--- config.mk ---
export PLATFORM = sky130hd
export DESIGN_NAME = square_sum_cal
export DESIGN_NICKNAME = d
export VERILOG_FILES = /design/src/rtl/square_sum_cal_pkg.sv /design/src/rtl/serial_squarer.sv /design/src/rtl/square_sum_cal.sv
export SDC_FILE = /design/constraint.sdc
export NUM_CORES = 2
export LEC_CHECK = 0
export CAP_MARGIN = 30
export CORE_UTILIZATION = 55
export CTS_BUF_LIST = sky130_fd_sc_hd__clkbuf_8 sky130_fd_sc_hd__clkbuf_16
export CTS_CLUSTER_SIZE = 40
export DETAILED_ROUTE_END_ITERATION = 10
export PLACE_DENSITY = 0.74
export RECOVER_POWER = 100
export SLEW_MARGIN = 40
export SYNTH_ARGS = -nofsm -noshare
export SYNTH_HDL_FRONTEND = slang
export SYNTH_SLANG_ARGS = --single-unit
--- constraint.sdc ---
create_clock -name clock -period 5.04 [get_ports clock]
set_input_delay 1.26 -clock clock [delete_from_list [all_inputs] [get_ports clock]]
set_output_delay 1.26 -clock clock [all_outputs]
set_load 0.005 [all_outputs]
--- src/rtl/square_sum_cal_pkg.sv ---
`default_nettype none
// +----------------------------------------------------------------------------+
// | Module   : square_sum_cal_pkg                                               |
// | Brief    : Shared widths, iteration count and FSM encoding for the I/Q      |
// |            power path (square-sum and square-root stages).                  |
// | Revision : 1.0                                                              |
// +----------------------------------------------------------------------------+
package square_sum_cal_pkg;

    localparam int C_IN_WIDTH   = 71;
    localparam int C_OUT_WIDTH  = 2 * C_IN_WIDTH;
    localparam int C_ITERATIONS = C_IN_WIDTH;

    typedef enum logic [1:0] {
        IDLE = 2'd0,
        CALC = 2'd1,
        SUM  = 2'd2,
        DONE = 2'd3
    } state_t;

endpackage
`default_nettype wire

--- src/rtl/serial_squarer.sv ---
`default_nettype none
// +----------------------------------------------------------------------------+
// | Module   : serial_squarer                                                   |
// | Brief    : LSB-first shift-add squarer of an unsigned magnitude, one        |
// |            iteration per step strobe, loaded by a start strobe.             |
// | Revision : 1.0                                                              |
// +----------------------------------------------------------------------------+
module serial_squarer
    import square_sum_cal_pkg::*;
#(
    parameter int IN_WIDTH  = C_IN_WIDTH,
    parameter int OUT_WIDTH = C_OUT_WIDTH
)(
    input  logic                 clock,
    input  logic                 reset,
    input  logic                 start,
    input  logic                 step,
    input  logic [IN_WIDTH-1:0]  magnitude,
    output logic [OUT_WIDTH-1:0] square
);

    logic [OUT_WIDTH-1:0] r_multiplicand;
    logic [IN_WIDTH-1:0]  r_multiplier;
    logic [OUT_WIDTH-1:0] r_accumulator;

    // The multiplicand doubles while the multiplier drains, so after IN_WIDTH
    // steps the accumulator holds magnitude*magnitude exactly.
    always_ff @(posedge clock or negedge reset) begin
        if (!reset) begin
            r_multiplicand <= '0;
            r_multiplier   <= '0;
            r_accumulator  <= '0;
        end else if (start) begin
            r_multiplicand <= OUT_WIDTH'(magnitude);
            r_multiplier   <= magnitude;
            r_accumulator  <= '0;
        end else if (step) begin
            if (r_multiplier[0]) begin
                r_accumulator <= r_accumulator + r_multiplicand;
            end
            r_multiplicand <= r_multiplicand << 1;
            r_multiplier   <= r_multiplier >> 1;
        end
    end

    assign square = r_accumulator;

endmodule
`default_nettype wire

--- src/rtl/square_sum_cal.sv ---
`default_nettype none
// +----------------------------------------------------------------------------+
// | Module   : square_sum_cal                                                   |
// | Brief    : Serial I^2 + Q^2 calculator feeding the square-root stage.       |
// | Revision : 1.0                                                              |
// +----------------------------------------------------------------------------+
module square_sum_cal
    import square_sum_cal_pkg::*;
#(
    parameter int IN_WIDTH  = C_IN_WIDTH,
    parameter int OUT_WIDTH = C_OUT_WIDTH
)(
    input  logic                       clock,
    input  logic                       reset,
    input  logic                       enable,
    input  logic signed [IN_WIDTH-1:0] iData,
    input  logic signed [IN_WIDTH-1:0] qData,
    output logic [OUT_WIDTH-1:0]       outputData,
    output logic                       dataValid,
    output logic                       busy
);

    localparam int                       c_COUNT_WIDTH = $clog2(IN_WIDTH + 1);
    localparam logic [c_COUNT_WIDTH-1:0] c_LAST_ITER   = c_COUNT_WIDTH'(IN_WIDTH - 1);
    localparam logic [c_COUNT_WIDTH-1:0] c_COUNT_ONE   = c_COUNT_WIDTH'(1);

    state_t                   r_state;
    state_t                   w_nextState;
    logic                     w_start;
    logic                     w_step;
    logic [c_COUNT_WIDTH-1:0] r_iterCount;
    logic [IN_WIDTH-1:0]      w_iMag;
    logic [IN_WIDTH-1:0]      w_qMag;
    logic [OUT_WIDTH-1:0]     w_sqI;
    logic [OUT_WIDTH-1:0]     w_sqQ;
    logic [OUT_WIDTH-1:0]     w_sum;
    logic [OUT_WIDTH-1:0]     r_outputData;
    logic                     r_dataValid;
    logic                     r_busy;

    // Negating the most negative value wraps back to 2^(IN_WIDTH-1), which is
    // exactly the right unsigned magnitude.
    always_comb begin
        w_iMag = iData[IN_WIDTH-1] ? -iData : iData;
        w_qMag = qData[IN_WIDTH-1] ? -qData : qData;
    end

    always_ff @(posedge clock or negedge reset) begin
        if (!reset) begin
            r_state <= IDLE;
        end else begin
            r_state <= w_nextState;
        end
    end

    always_comb begin
        w_nextState = r_state;
        w_start     = 1'b0;
        w_step      = 1'b0;
        case (r_state)
            IDLE: begin
                if (enable) begin
                    w_start     = 1'b1;
                    w_nextState = CALC;
                end
            end
            CALC: begin
                w_step = 1'b1;
                if (r_iterCount == c_LAST_ITER) begin
                    w_nextState = SUM;
                end
            end
            SUM:     w_nextState = DONE;
            DONE:    w_nextState = IDLE;
            default: w_nextState = IDLE;
        endcase
    end

    always_ff @(posedge clock or negedge reset) begin
        if (!reset) begin
            r_iterCount <= '0;
        end else if (w_start) begin
            r_iterCount <= '0;
        end else if (w_step) begin
            r_iterCount <= r_iterCount + c_COUNT_ONE;
        end
    end

    serial_squarer #(
        .IN_WIDTH  (IN_WIDTH),
        .OUT_WIDTH (OUT_WIDTH)
    ) u_squarerI (
        .clock     (clock),
        .reset     (reset),
        .start     (w_start),
        .step      (w_step),
        .magnitude (w_iMag),
        .square    (w_sqI)
    );

    serial_squarer #(
        .IN_WIDTH  (IN_WIDTH),
        .OUT_WIDTH (OUT_WIDTH)
    ) u_squarerQ (
        .clock     (clock),
        .reset     (reset),
        .start     (w_start),
        .step      (w_step),
        .magnitude (w_qMag),
        .square    (w_sqQ)
    );

    // Each square is at most 2^(2*IN_WIDTH-2), so the sum fits without a carry out.
    assign w_sum = w_sqI + w_sqQ;

    always_ff @(posedge clock or negedge reset) begin
        if (!reset) begin
            r_outputData <= '0;
            r_dataValid  <= 1'b0;
            r_busy       <= 1'b0;
        end else begin
            r_dataValid <= (r_state == SUM);
            r_busy      <= (w_nextState != IDLE);
            if (r_state == SUM) begin
                r_outputData <= w_sum;
            end
        end
    end

    assign outputData = r_outputData;
    assign dataValid  = r_dataValid;
    assign busy       = r_busy;

endmodule
`default_nettype wire

==> key figures <==
Status
  • Outcome: finished, violations left
  • Failing checks: capacitance limit, slew limit

Global routing
  • Largest net degree at the start of global routing: 177
  • Total track usage: 40.1%
  • First-pass GRT wire length: 365,000 um
  • Grt ovf: 0
  • Initial antenna violation count: 5
  • Vias in the first global route: 60,750

Synthesis
  • Async set-reset flop share out of synthesis: 100%
  • Synthesized area: 63,900 um2
  • Cells after Synth: 8,254
  • Synth Net Count: 8,829
  • Post-synth cell types: 83
  • Yosys warnings: 0
  • Number of synthesized flops with an enable pin: 0
  • #FFs+latches synth: 863
  • Mean Syn Cell Area: 7.74 um2
  • Primary FF master, synth: dfrtp_1
  • Share of the yosys chip area belonging to registers: 33.8%

Drt
  • WL/cell: 24.2 um
  • Routed WL: 241,000 um
  • Routed Antenna Nets: 0
  • Drt drc: 0
  • Drt initial violations: 6,388
  • Vias per inst: 6.44
  • Drt first pass iters: 6
  • Via count: 64,237

Placement
  • Gpl congestion: 1.06
  • Place WS: -0.104 ns
  • HPWL after DPL: 187,000 um
  • Port Buffers: 288
  • Dpl cell area: 69,000 um2

CTS
  • Clock slew at the register clock pins of the worst setup and hold paths: 0.06 ns
  • Root Buffer: clkbuf_16
  • Clock latency on the worst-skew pair: 0.72 ns
  • H-tree levels: 3
  • Clock sinks: 863
  • Bufs on Longest Clock Path: 3
  • Cts hold-fix bufs: 0
  • TritonCTS clock tree: done
  • CTS Buf Count: 100
  • Post-CTS setup buffer count: 0

Hold path
  • Hold WC Path Type: reg -> reg

Timing
  • Final period util: 99.6%
  • Number of max-slew violations in the final report: 513
  • Final hold viol count: 0
  • Worst-Margin Slew: 2.40 ns
  • TNS Setup: 0 ns
  • Final setup fails: 0
  • Max-slew headroom: -59.9%
  • Max frequency: 199 MHz
  • Layout Skew: 0.0244 ns
  • Final min period: 5.02 ns
  • RSZ-0062 raised after global routing: false
  • Setup ws final: 0.0216 ns

Critical path
  • Crit-path max FO: 7
  • Worst R2R Setup Slack: 0.02 ns
  • WP data arrival: 5.57 ns
  • Crit end category: flop
  • CP required: 5.59 ns
  • Critical-path top delay cell: a211oi_1
  • Setup CP Type: reg -> reg
  • Worst path max stage delay: 0.70 ns
  • Crit-path cells: ha_1, a21o_1, a21o_1, a21oi_1, o21a_1, o31ai_1, clkbuf_1, a211oi_1, o31ai_1, a21oi_1, o21ai_0, clkbuf_2, a41oi_1, o311ai_0
  • CP startpoint kind: flop

Power
  • Power Dens Cells: 211 nW/um2
  • Lkg Pwr: 30.9 nW
  • Peak supply drop: 0.272 mV
  • Pwr Total: 15.2 mW

Final layout
  • Most frequent cells in the layout: 1,667 x nand2_1, 980 x o21ai_0, 863 x dfrtp_1
  • Util after Layout: 62.8%
  • FF/Latch Area: 21,600 um2
  • Layout cells sized above 1: 5.07%
  • Final instance area: 72,000 um2
  • Synthesis-to-finish area growth: 12.8%
  • Most common cell after layout, fill and taps aside: nand2_1
  • Footprint of the multi-input gates: 39,900 um2
  • Filler cell count: 10,297
  • Nets: 8,962

Floorplan
  • Placeable Area: 115,000 um2
  • Std-Cell Rows: 124
  • Die H: 343 um
  • Full die area: 118,000 um2
  • Starting density of the core: 55.7%
  • # IOs: 289
  • Die width: 343 um

Run
  • Max-cap viol count: 7
==> state kept, by name, summed over array words and instances (netlist names) <==
register                   cells
r_state                        2
dataValid                      1
u_squarerQ.square            142
outputData                   142
busy                           1
u_squarerQ.r_multiplier       71
r_iterCount                    7
u_squarerQ.r_multiplicand    142
u_squarerI.r_multiplicand    142
u_squarerI.r_multiplier       71
u_squarerI.square            142
==> cell usage after synthesis, types with 118 or more instances <==
cell,number,area share [%]
o21ai_0,979,7.7
nand2_1,1670,9.8
nor3_1,118,0.92
dfrtp_1,863,34
nand4_1,241,2.4
a21o_1,225,2.6
nor2_1,549,3.2
a31oi_1,282,2.8
clkbuf_1,463,2.7
xnor2_1,364,5.0
o21bai_1,128,1.5
ha_1,427,8.4
inv_1,158,0.93
a21oi_1,701,5.5
xor2_1,166,2.3
==> power breakdown <==
group          internal (mW)  leakage (nW)  switching (mW)
Clock                   4.58          1.77            3.18
Sequential              6.93          10.2               0
Combinational          0.211          18.9           0.303
==> critical path, delay by kind of cell (launching register included) <==
| kind | cells | cell delay [ns] |
|---|---|---|
| flops | 1 | 0.62 |
| buf+inv | 2 | 0.46 |
| fa+ha+maj | 1 | 0.42 |
| compound gates | 11 | 3.37 |
==> per-stage QoR <==
stage | hold slack [ns] | instances
floorplan | 0.447 | 8254
global placement | 0.451 | 9793
detailed placement | 0.457 | 9796
CTS | 0.428 | 9976
global route | 0.484 | 9978
finish | 0.458 | 9979
==> final timing paths <==
check                                                        from                                 endpoint  cells after the start
max in group asynchronous                                   reset  u_squarerQ.r_multiplier[65]$_DFFE_PN0P_                      3
min in group asynchronous                                   reset               outputData[78]$_DFFE_PN0P_                      1
worst min register to register         outputData[89]$_DFFE_PN0P_               outputData[89]$_DFFE_PN0P_                      2
worst min-delay path                   outputData[89]$_DFFE_PN0P_               outputData[89]$_DFFE_PN0P_                      2
worst max-delay path            u_squarerQ.square[71]$_DFFE_PN0P_              outputData[134]$_DFFE_PN0P_                     14
worst max register to register  u_squarerQ.square[71]$_DFFE_PN0P_              outputData[134]$_DFFE_PN0P_                     14
==> logic make-up after synthesis <==
group | Yosys count | synth area share (%)
fa+ha+maj | 430 | 8.46
mux | 1 | 0.0157
simple gates | 2980 | 20.3
flops | 863 | 33.8
buf+inv | 651 | 3.84
compound gates | 2799 | 26.3
xor+xnor | 530 | 7.26
==> cell type report <==
cell class / count / share of cell area, %
Antenna cell: 2 / 0.00695
Clock buffer: 122 / 3.92
Tap cell: 1512 / 2.63
Inverter: 158 / 0.823
Multi-Input combinational cell: 6740 / 55.3
Clock inverter: 58 / 0.886
Sequential cell: 863 / 30.0
Timing Repair Buffer: 524 / 6.42
==> metal layers <==
layer	share of wire, %	track usage, %
met5	0.019	0
met4	6.6	22.4
met3	7.2	7.15
met2	46	64.8
met1	40	50.7
==> repair_timing <==
| item | CTS | global route |
|---|---|---|
| endpoints found under the setup margin | 0 | 3 |
| endpoints found under the hold margin | 0 | 0 |
| gates resized for setup | 0 | 2 |
Note: power is estimated with default switching activity, not from simulation.
